File: config.mk
export PLATFORM = sky130hd
export DESIGN_NAME = multiword_add_sequencer_flat
export DESIGN_NICKNAME = d
export VERILOG_FILES = /design/src/rtl/add_seq_pkg.sv /design/src/rtl/multiword_add_sequencer_if.sv /design/src/rtl/CLA_adder.sv /design/src/rtl/multiword_add_sequencer.sv /design/src/flat_wrapper.sv
export SDC_FILE = /design/constraint.sdc
export NUM_CORES = 1
export LEC_CHECK = 0
export ABC_AREA = 1
export CORE_MARGIN = 2
export CORE_UTILIZATION = 46
export CTS_CLUSTER_SIZE = 14
export DETAILED_ROUTE_END_ITERATION = 7
export PLACE_DENSITY = 0.76
export SLEW_MARGIN = 20
export SYNTH_ARGS = -nofsm -noshare
export SYNTH_HDL_FRONTEND = slang
export SYNTH_SLANG_ARGS = --single-unit
File: constraint.sdc
create_clock -name clk -period 1.5 [get_ports clk]
set_clock_uncertainty 0.05 [all_clocks]
set_input_delay 0.225 -clock clk [delete_from_list [all_inputs] [get_ports clk]]
set_output_delay 0.225 -clock clk [all_outputs]
set_load 0.01 [all_outputs]
File: src/rtl/add_seq_pkg.sv
// Shared types and defaults for the multi-precision add/subtract sequencer.
//   add_seq_state_t : control FSM state encoding
//   DEF_CHUNK       : default width of the shared chunk adder
//   DEF_NCHUNK      : default number of chunks per operation
package add_seq_pkg;

    localparam int unsigned DEF_CHUNK  = 4;
    localparam int unsigned DEF_NCHUNK = 4;

    typedef enum logic [1:0] {
        IDLE = 2'd0,
        RUN  = 2'd1,
        DONE = 2'd2
    } add_seq_state_t;

endpackage

File: src/rtl/multiword_add_sequencer_if.sv
// Request/response bundle for the multi-precision add/subtract sequencer.
//   in_valid/in_ready         : request handshake
//   in_a/in_b/in_cin/in_sub   : request payload (operands, carry/borrow in, op select)
//   out_valid/out_ready       : response handshake
//   out_sum/out_cout/out_ovf  : response payload (result, carry/no-borrow, signed overflow)
//   busy                      : engine occupied (RUN or DONE)
// master = requester/consumer side, slave = engine side.
interface multiword_add_sequencer_if
    import add_seq_pkg::*;
#(
    parameter int unsigned WIDTH = DEF_CHUNK * DEF_NCHUNK
);
    logic             in_valid;
    logic             in_ready;
    logic [WIDTH-1:0] in_a;
    logic [WIDTH-1:0] in_b;
    logic             in_cin;
    logic             in_sub;
    logic             out_valid;
    logic             out_ready;
    logic [WIDTH-1:0] out_sum;
    logic             out_cout;
    logic             out_ovf;
    logic             busy;

    modport master (
        output in_valid, in_a, in_b, in_cin, in_sub, out_ready,
        input  in_ready, out_valid, out_sum, out_cout, out_ovf, busy
    );

    modport slave (
        input  in_valid, in_a, in_b, in_cin, in_sub, out_ready,
        output in_ready, out_valid, out_sum, out_cout, out_ovf, busy
    );
endinterface

File: src/rtl/CLA_adder.sv
// Purely combinational W-bit carry-look-ahead adder used as the shared chunk datapath.
//   a_i, b_i  : addends
//   cin_i     : carry in
//   sum_c_o   : a_i + b_i + cin_i, modulo 2^W
//   cout_c_o  : carry out of the top bit
module CLA_adder #(
    parameter int unsigned W = 4
) (
    input  logic [W-1:0] a_i,
    input  logic [W-1:0] b_i,
    input  logic         cin_i,
    output logic [W-1:0] sum_c_o,
    output logic         cout_c_o
);
    logic [W-1:0] p;
    logic [W-1:0] g;
    logic [W:0]   c;

    // Each carry is a flat sum-of-products of generate/propagate terms, no ripple chain.
    always_comb begin
        logic acc;
        logic pp;
        p    = a_i ^ b_i;
        g    = a_i & b_i;
        c    = '0;
        c[0] = cin_i;
        acc  = 1'b0;
        pp   = 1'b0;
        for (int i = 0; i < int'(W); i++) begin
            acc = g[i];
            pp  = p[i];
            for (int j = i - 1; j >= 0; j--) begin
                acc = acc | (pp & g[j]);
                pp  = pp & p[j];
            end
            c[i+1] = acc | (pp & cin_i);
        end
    end

    assign sum_c_o  = p ^ c[W-1:0];
    assign cout_c_o = c[W];
endmodule

File: src/rtl/multiword_add_sequencer.sv
// Multi-precision add/subtract engine: one CHUNK-bit CLA evaluates a WIDTH-bit
// A +/- B +/- cin one chunk per cycle, LSB chunk first, carrying between chunks.
//   clk, rst_n : clock, synchronous active-low reset
//   bus        : slave side of multiword_add_sequencer_if (request, response, busy)
module multiword_add_sequencer
    import add_seq_pkg::*;
#(
    parameter int unsigned CHUNK  = DEF_CHUNK,
    parameter int unsigned NCHUNK = DEF_NCHUNK
) (
    input  logic                        clk,
    input  logic                        rst_n,
    multiword_add_sequencer_if.slave    bus
);
    localparam int unsigned WIDTH = CHUNK * NCHUNK;
    localparam int unsigned CW    = (NCHUNK > 1) ? $clog2(NCHUNK) : 1;
    localparam logic [CW-1:0] LAST_K = CW'(NCHUNK - 1);

    add_seq_state_t   state_q, state_d;
    logic [CW-1:0]    cnt_q, cnt_d;
    logic             carry_q, carry_d;
    logic [WIDTH-1:0] a_q, a_d;
    logic [WIDTH-1:0] b_q, b_d;
    logic [WIDTH-1:0] sum_q, sum_d;
    logic             cout_q, cout_d;
    logic             ovf_q, ovf_d;
    logic             in_ready_q, in_ready_d;
    logic             out_valid_q, out_valid_d;
    logic             busy_q, busy_d;

    logic [CHUNK-1:0] cla_sum;
    logic             cla_cout;

    // Shared chunk adder always works on the low chunk of the shifting operand registers.
    CLA_adder #(.W(CHUNK)) u_cla (
        .a_i      (a_q[CHUNK-1:0]),
        .b_i      (b_q[CHUNK-1:0]),
        .cin_i    (carry_q),
        .sum_c_o  (cla_sum),
        .cout_c_o (cla_cout)
    );

    // State and datapath registers.
    always_ff @(posedge clk) begin
        if (!rst_n) begin
            state_q     <= IDLE;
            cnt_q       <= '0;
            carry_q     <= 1'b0;
            a_q         <= '0;
            b_q         <= '0;
            sum_q       <= '0;
            cout_q      <= 1'b0;
            ovf_q       <= 1'b0;
            in_ready_q  <= 1'b1;
            out_valid_q <= 1'b0;
            busy_q      <= 1'b0;
        end else begin
            state_q     <= state_d;
            cnt_q       <= cnt_d;
            carry_q     <= carry_d;
            a_q         <= a_d;
            b_q         <= b_d;
            sum_q       <= sum_d;
            cout_q      <= cout_d;
            ovf_q       <= ovf_d;
            in_ready_q  <= in_ready_d;
            out_valid_q <= out_valid_d;
            busy_q      <= busy_d;
        end
    end

    // Next-state and datapath control.
    always_comb begin
        state_d = state_q;
        cnt_d   = cnt_q;
        carry_d = carry_q;
        a_d     = a_q;
        b_d     = b_q;
        sum_d   = sum_q;
        cout_d  = cout_q;
        ovf_d   = ovf_q;

        unique case (state_q)
            IDLE: begin
                if (bus.in_valid && in_ready_q) begin
                    // Subtraction is A + ~B + ~borrow, so invert B and the incoming carry.
                    a_d     = bus.in_a;
                    b_d     = bus.in_sub ? ~bus.in_b : bus.in_b;
                    carry_d = bus.in_cin ^ bus.in_sub;
                    cnt_d   = '0;
                    state_d = RUN;
                end
            end
            RUN: begin
                for (int k = 0; k < int'(NCHUNK); k++) begin
                    if (cnt_q == CW'(k)) begin
                        sum_d[k*CHUNK +: CHUNK] = cla_sum;
                    end
                end
                carry_d = cla_cout;
                a_d     = a_q >> CHUNK;
                b_d     = b_q >> CHUNK;
                if (cnt_q == LAST_K) begin
                    // Low-chunk top bits are the operand sign bits on the last chunk.
                    cout_d  = cla_cout;
                    ovf_d   = (a_q[CHUNK-1] == b_q[CHUNK-1]) &&
                              (cla_sum[CHUNK-1] != a_q[CHUNK-1]);
                    state_d = DONE;
                end else begin
                    cnt_d = CW'(cnt_q + 1'b1);
                end
            end
            DONE: begin
                if (bus.out_ready && out_valid_q) begin
                    state_d = IDLE;
                end
            end
            default: begin
                state_d = IDLE;
            end
        endcase

        // Handshake flags are registered copies of the decoded next state.
        in_ready_d  = (state_d == IDLE);
        out_valid_d = (state_d == DONE);
        busy_d      = (state_d != IDLE);
    end

    assign bus.in_ready  = in_ready_q;
    assign bus.out_valid = out_valid_q;
    assign bus.out_sum   = sum_q;
    assign bus.out_cout  = cout_q;
    assign bus.out_ovf   = ovf_q;
    assign bus.busy      = busy_q;
endmodule

File: src/flat_wrapper.sv
// flat-port wrapper written by rule: the top's interface ports become plain ports
module multiword_add_sequencer_flat import add_seq_pkg::*;
#(
    parameter int unsigned CHUNK  = DEF_CHUNK,
    parameter int unsigned NCHUNK = DEF_NCHUNK
)
  (clk, rst_n, bus_in_valid, bus_in_a, bus_in_b, bus_in_cin, bus_in_sub, bus_out_ready, bus_in_ready, bus_out_valid, bus_out_sum, bus_out_cout, bus_out_ovf, bus_busy);
  multiword_add_sequencer_if #(.WIDTH((CHUNK * NCHUNK))) bus_i ();
  input  logic clk;
  input  logic rst_n;
  input wire logic [$bits(bus_i.in_valid)-1:0] bus_in_valid;
  input wire logic [$bits(bus_i.in_a)-1:0] bus_in_a;
  input wire logic [$bits(bus_i.in_b)-1:0] bus_in_b;
  input wire logic [$bits(bus_i.in_cin)-1:0] bus_in_cin;
  input wire logic [$bits(bus_i.in_sub)-1:0] bus_in_sub;
  input wire logic [$bits(bus_i.out_ready)-1:0] bus_out_ready;
  output wire logic [$bits(bus_i.in_ready)-1:0] bus_in_ready;
  output wire logic [$bits(bus_i.out_valid)-1:0] bus_out_valid;
  output wire logic [$bits(bus_i.out_sum)-1:0] bus_out_sum;
  output wire logic [$bits(bus_i.out_cout)-1:0] bus_out_cout;
  output wire logic [$bits(bus_i.out_ovf)-1:0] bus_out_ovf;
  output wire logic [$bits(bus_i.busy)-1:0] bus_busy;
  assign bus_i.in_valid = bus_in_valid;
  assign bus_i.in_a = bus_in_a;
  assign bus_i.in_b = bus_in_b;
  assign bus_i.in_cin = bus_in_cin;
  assign bus_i.in_sub = bus_in_sub;
  assign bus_i.out_ready = bus_out_ready;
  assign bus_in_ready = bus_i.in_ready;
  assign bus_out_valid = bus_i.out_valid;
  assign bus_out_sum = bus_i.out_sum;
  assign bus_out_cout = bus_i.out_cout;
  assign bus_out_ovf = bus_i.out_ovf;
  assign bus_busy = bus_i.busy;
  multiword_add_sequencer #(.CHUNK(CHUNK), .NCHUNK(NCHUNK)) u_core (.clk(clk), .rst_n(rst_n), .bus(bus_i));
endmodule
==> impl_metrics.py <==
metrics = {
    "run_status": {
        "status": "complete, no violations",
    },
    "flow_run": {
        "max-cap-violations": 0,
    },
    "sta": {
        "tightest_slew_ns": 0.312,
        "slew_headroom_pct": 79.2,
        "setup_viol": 0,
        "period_needed_ns": 1.48,
        "hold_viol": 0,
        "slew_violations": 0,
        "timing.final.ws_setup_ns": 0.0213,
        "rsz0062_at_grt": "false",
        "fmax_mhz": 676,
        "fin_crit_sh_pct": 98.6,
    },
    "global_route": {
        "grt_max_degree": 31,
        "antenna_found_initial": 0,
        "grt.overflow.total": 0,
        "grt_pass1_wl_um": 10200,
        "grt_usage_pct": 20.3,
        "grt_pass1_vias": 2291,
    },
    "power": {
        "power.density_mw_per_mm2": 1030,
        "total_power_w": 0.00381,
        "pwr-share-clk_pct": 31.7,
        "p_sw_w": 0.00109,
        "seq_power_share_pct": 46.0,
        "swShare_pct": 28.5,
        "internal-power_w": 0.00273,
        "comb_power_share_pct": 22.3,
        "leakage_nw": 1.82,
        "ir_drop_mv": 0.601,
    },
    "placed_design": {
        "hpwl_um": 4440,
        "io_buffers": 58,
        "gp_routability_congestion": 0.772,
        "dp_slack_ns": -0.0507,
        "place_area_mm2": 0.00347,
    },
    "setup_path": {
        "cp_top_family": "buffers and inverters",
        "rr_endpoint": "u_core.bus.out_sum[9]",
        "critical_path_required_ns": 1.22,
        "crit_end": "bus_out_sum[13]",
        "cp-end-kind": "primary output",
        "regToRegSetupSlack_ns": 0.09,
        "crit_type": "reg2out",
        "cp.arrival_ns": 1.20,
        "worstSetupStartpoint": "u_core.bus.out_sum[13]",
        "critPathBufInv": 1,
        "slowest_stage": "clkdlybuf4s50_1",
        "crit_chain": "clkdlybuf4s50_1",
        "cp_max_fo": 2,
        "cp_num_cells": 1,
        "worstReg2RegStart": "u_core.a_q[0]",
        "r2r_cells": 4,
        "cpPeakStageDelay_ns": 0.54,
        "critPathLaunchType": "flop",
    },
    "hold_path": {
        "hold_class": "in2reg",
        "min_path_cells": 3,
    },
    "synth": {
        "synth_ff_type": "dfxtp_1",
        "seq_area_frac_synth_pct": 42.1,
        "syn_inst": 354,
        "synth_edf_count": 0,
        "ys_seq_elements": 58,
        "synth_warnings": 0,
        "synth_commonest_cells": "nand2_1, dfxtp_1, a21oi_1, inv_1, nand3_1",
        "yosysTopAreaCell": "dfxtp_1",
        "synth_fp_nets": 401,
        "synth_top_area_share_pct": 42.1,
        "synthTopCellsByArea": "dfxtp_1, nand2_1, a21oi_1",
        "synth.most_common_cell": "nand2_1",
        "post_synth.cell_area_avg_um2": 7.79,
        "synthesis.area_mm2": 0.00276,
        "yosysUniqueCellTypes": 32,
        "async_flop_share_pct": 0,
    },
    "cts": {
        "cts_made_buffers": 9,
        "cts_hold_buf": 0,
        "cts_tree": "built",
        "cts_root_buf": "clkbuf_8",
        "clock_latency_ns": 0.33,
        "path_clk_slew_ns": 0.06,
        "cts_sinks": 58,
        "cts-htree-levels": 3,
        "clockBufferDepth": 2,
    },
    "drt": {
        "wl_per_cell_um": 12.5,
        "drcViolationCount": 0,
        "firstDrtPassIters": 4,
        "ant_nets": 0,
        "drt_iter0_drc": 205,
        "via_count": 2520,
        "drt_wl_total_um": 6270,
        "post_drt_via_cell_ratio": 5.01,
    },
    "die": {
        "rows": 28,
        "die_w_um": 81.4,
        "die_h_um": 81.4,
        "die-area_mm2": 0.00663,
        "core_mm2": 0.00585,
        "io_pins": 59,
        "initial_core_util_pct": 47.1,
    },
    "cells_and_area": {
        "area_delta_synth_final_pct": 34.7,
        "layout-drive-gt1-share_pct": 14.3,
        "final_core_util_pct": 63.5,
        "nNetsFinal": 473,
        "final_cell_area_mm2": 0.00371,
        "diodes": 0,
    },
}
## repair_timing
item                       in CTS  in global routing
buffers inserted                0                  1
pin swaps                       0                  1
setup endpoints to repair       8                 26
gates resized for setup         7                 22
## layout by cell type, fill, tap and decap left out, types with 3 or more instances in the layout
cell / count
o21ai_0: 16
dfxtp_1: 53
o21ai_1: 4
buf_4: 19
o211ai_1: 4
dfxtp_2: 5
o21a_1: 6
inv_2: 3
dlymetal6s2s_1: 13
nand3_1: 21
a21oi_1: 38
nand2_2: 6
nor2_1: 12
nor2_2: 3
a31oi_1: 12
inv_1: 29
xor2_1: 12
clkbuf_8: 11
nand2_1: 89
ha_1: 6
dlygate4sd2_1: 4
clkdlybuf4s50_1: 41
## kinds of logic after synthesis
logic type      count (synthesis)  synth area share (%)
xor+xnor                       14                  4.45
fa+ha+maj                       9                  4.36
buf+inv                        53                  9.89
simple gates                  138                  22.6
compound gates                 82                  16.6
flops                          58                  42.1
## power by group through the flow
stage          Sequential, W  Combinational, W  Clock [W]
4_1_cts              0.00175          0.000840    0.00123
3_5_place_dp         0.00178          0.000831          0
3_3_place_gp         0.00177          0.000813          0
5_1_grt              0.00176          0.000939    0.00132
6_report             0.00175          0.000852    0.00121
2_1_floorplan        0.00177          0.000534          0
## routing by layer
metal | vias up | GRT usage, % | wire [µm]
li1 | 1289 | - | -
met3 | 13 | 3.74 | 324
met4 | 0 | 10.8 | 123
met1 | 1139 | 26.7 | 2740
met5 | - | 0 | 0
met2 | 79 | 31.5 | 3080
## stage by stage
step	TNS (ns)	cells	hold slack, ns
floorplan	0	354	0.322
global placement	0	489	0.400
detailed placement	-0.301	489	0.403
CTS	0	502	0.388
global route	0	503	0.421
finish	0	503	0.403
## layout make-up
cell class	count	area, µm²
fill	501	2140
multi-input combinational	243	1360
timing repair buffer	79	791
sequential	58	1170
tap	75	93.8
clock buffer	13	159
inverter	35	139
## state kept, by name, indices dropped and copies added (netlist names), 2 cells and up
| name | cells |
|---|---|
| u_core.a_q | 16 |
| u_core.cnt_q | 2 |
| u_core.bus.out_sum | 16 |
| u_core.state_q | 2 |
| u_core.b_q | 16 |
## worst min-delay path, delay by kind of cell
family / cells / cell delay (ns)
compound gates: 1 / 0.05
simple gates: 1 / 0.06
buf+inv: 1 / 0.39
## worst min-delay path by stage
stage | from | endpoint | slack, ns
final | bus_in_a[12] | u_core.a_q[12] | 0.40
after detailed placement | u_core.a_q[12] | u_core.a_q[12] | 0.40
after global placement | u_core.a_q[13] | u_core.a_q[13] | 0.40
after global routing | bus_in_a[13] | u_core.a_q[13] | 0.42
after CTS | bus_in_a[12] | u_core.a_q[12] | 0.39
after floorplan | bus_in_a[12] | u_core.a_q[12] | 0.32
No activity file was read; power rests on OpenSTA's default activity.
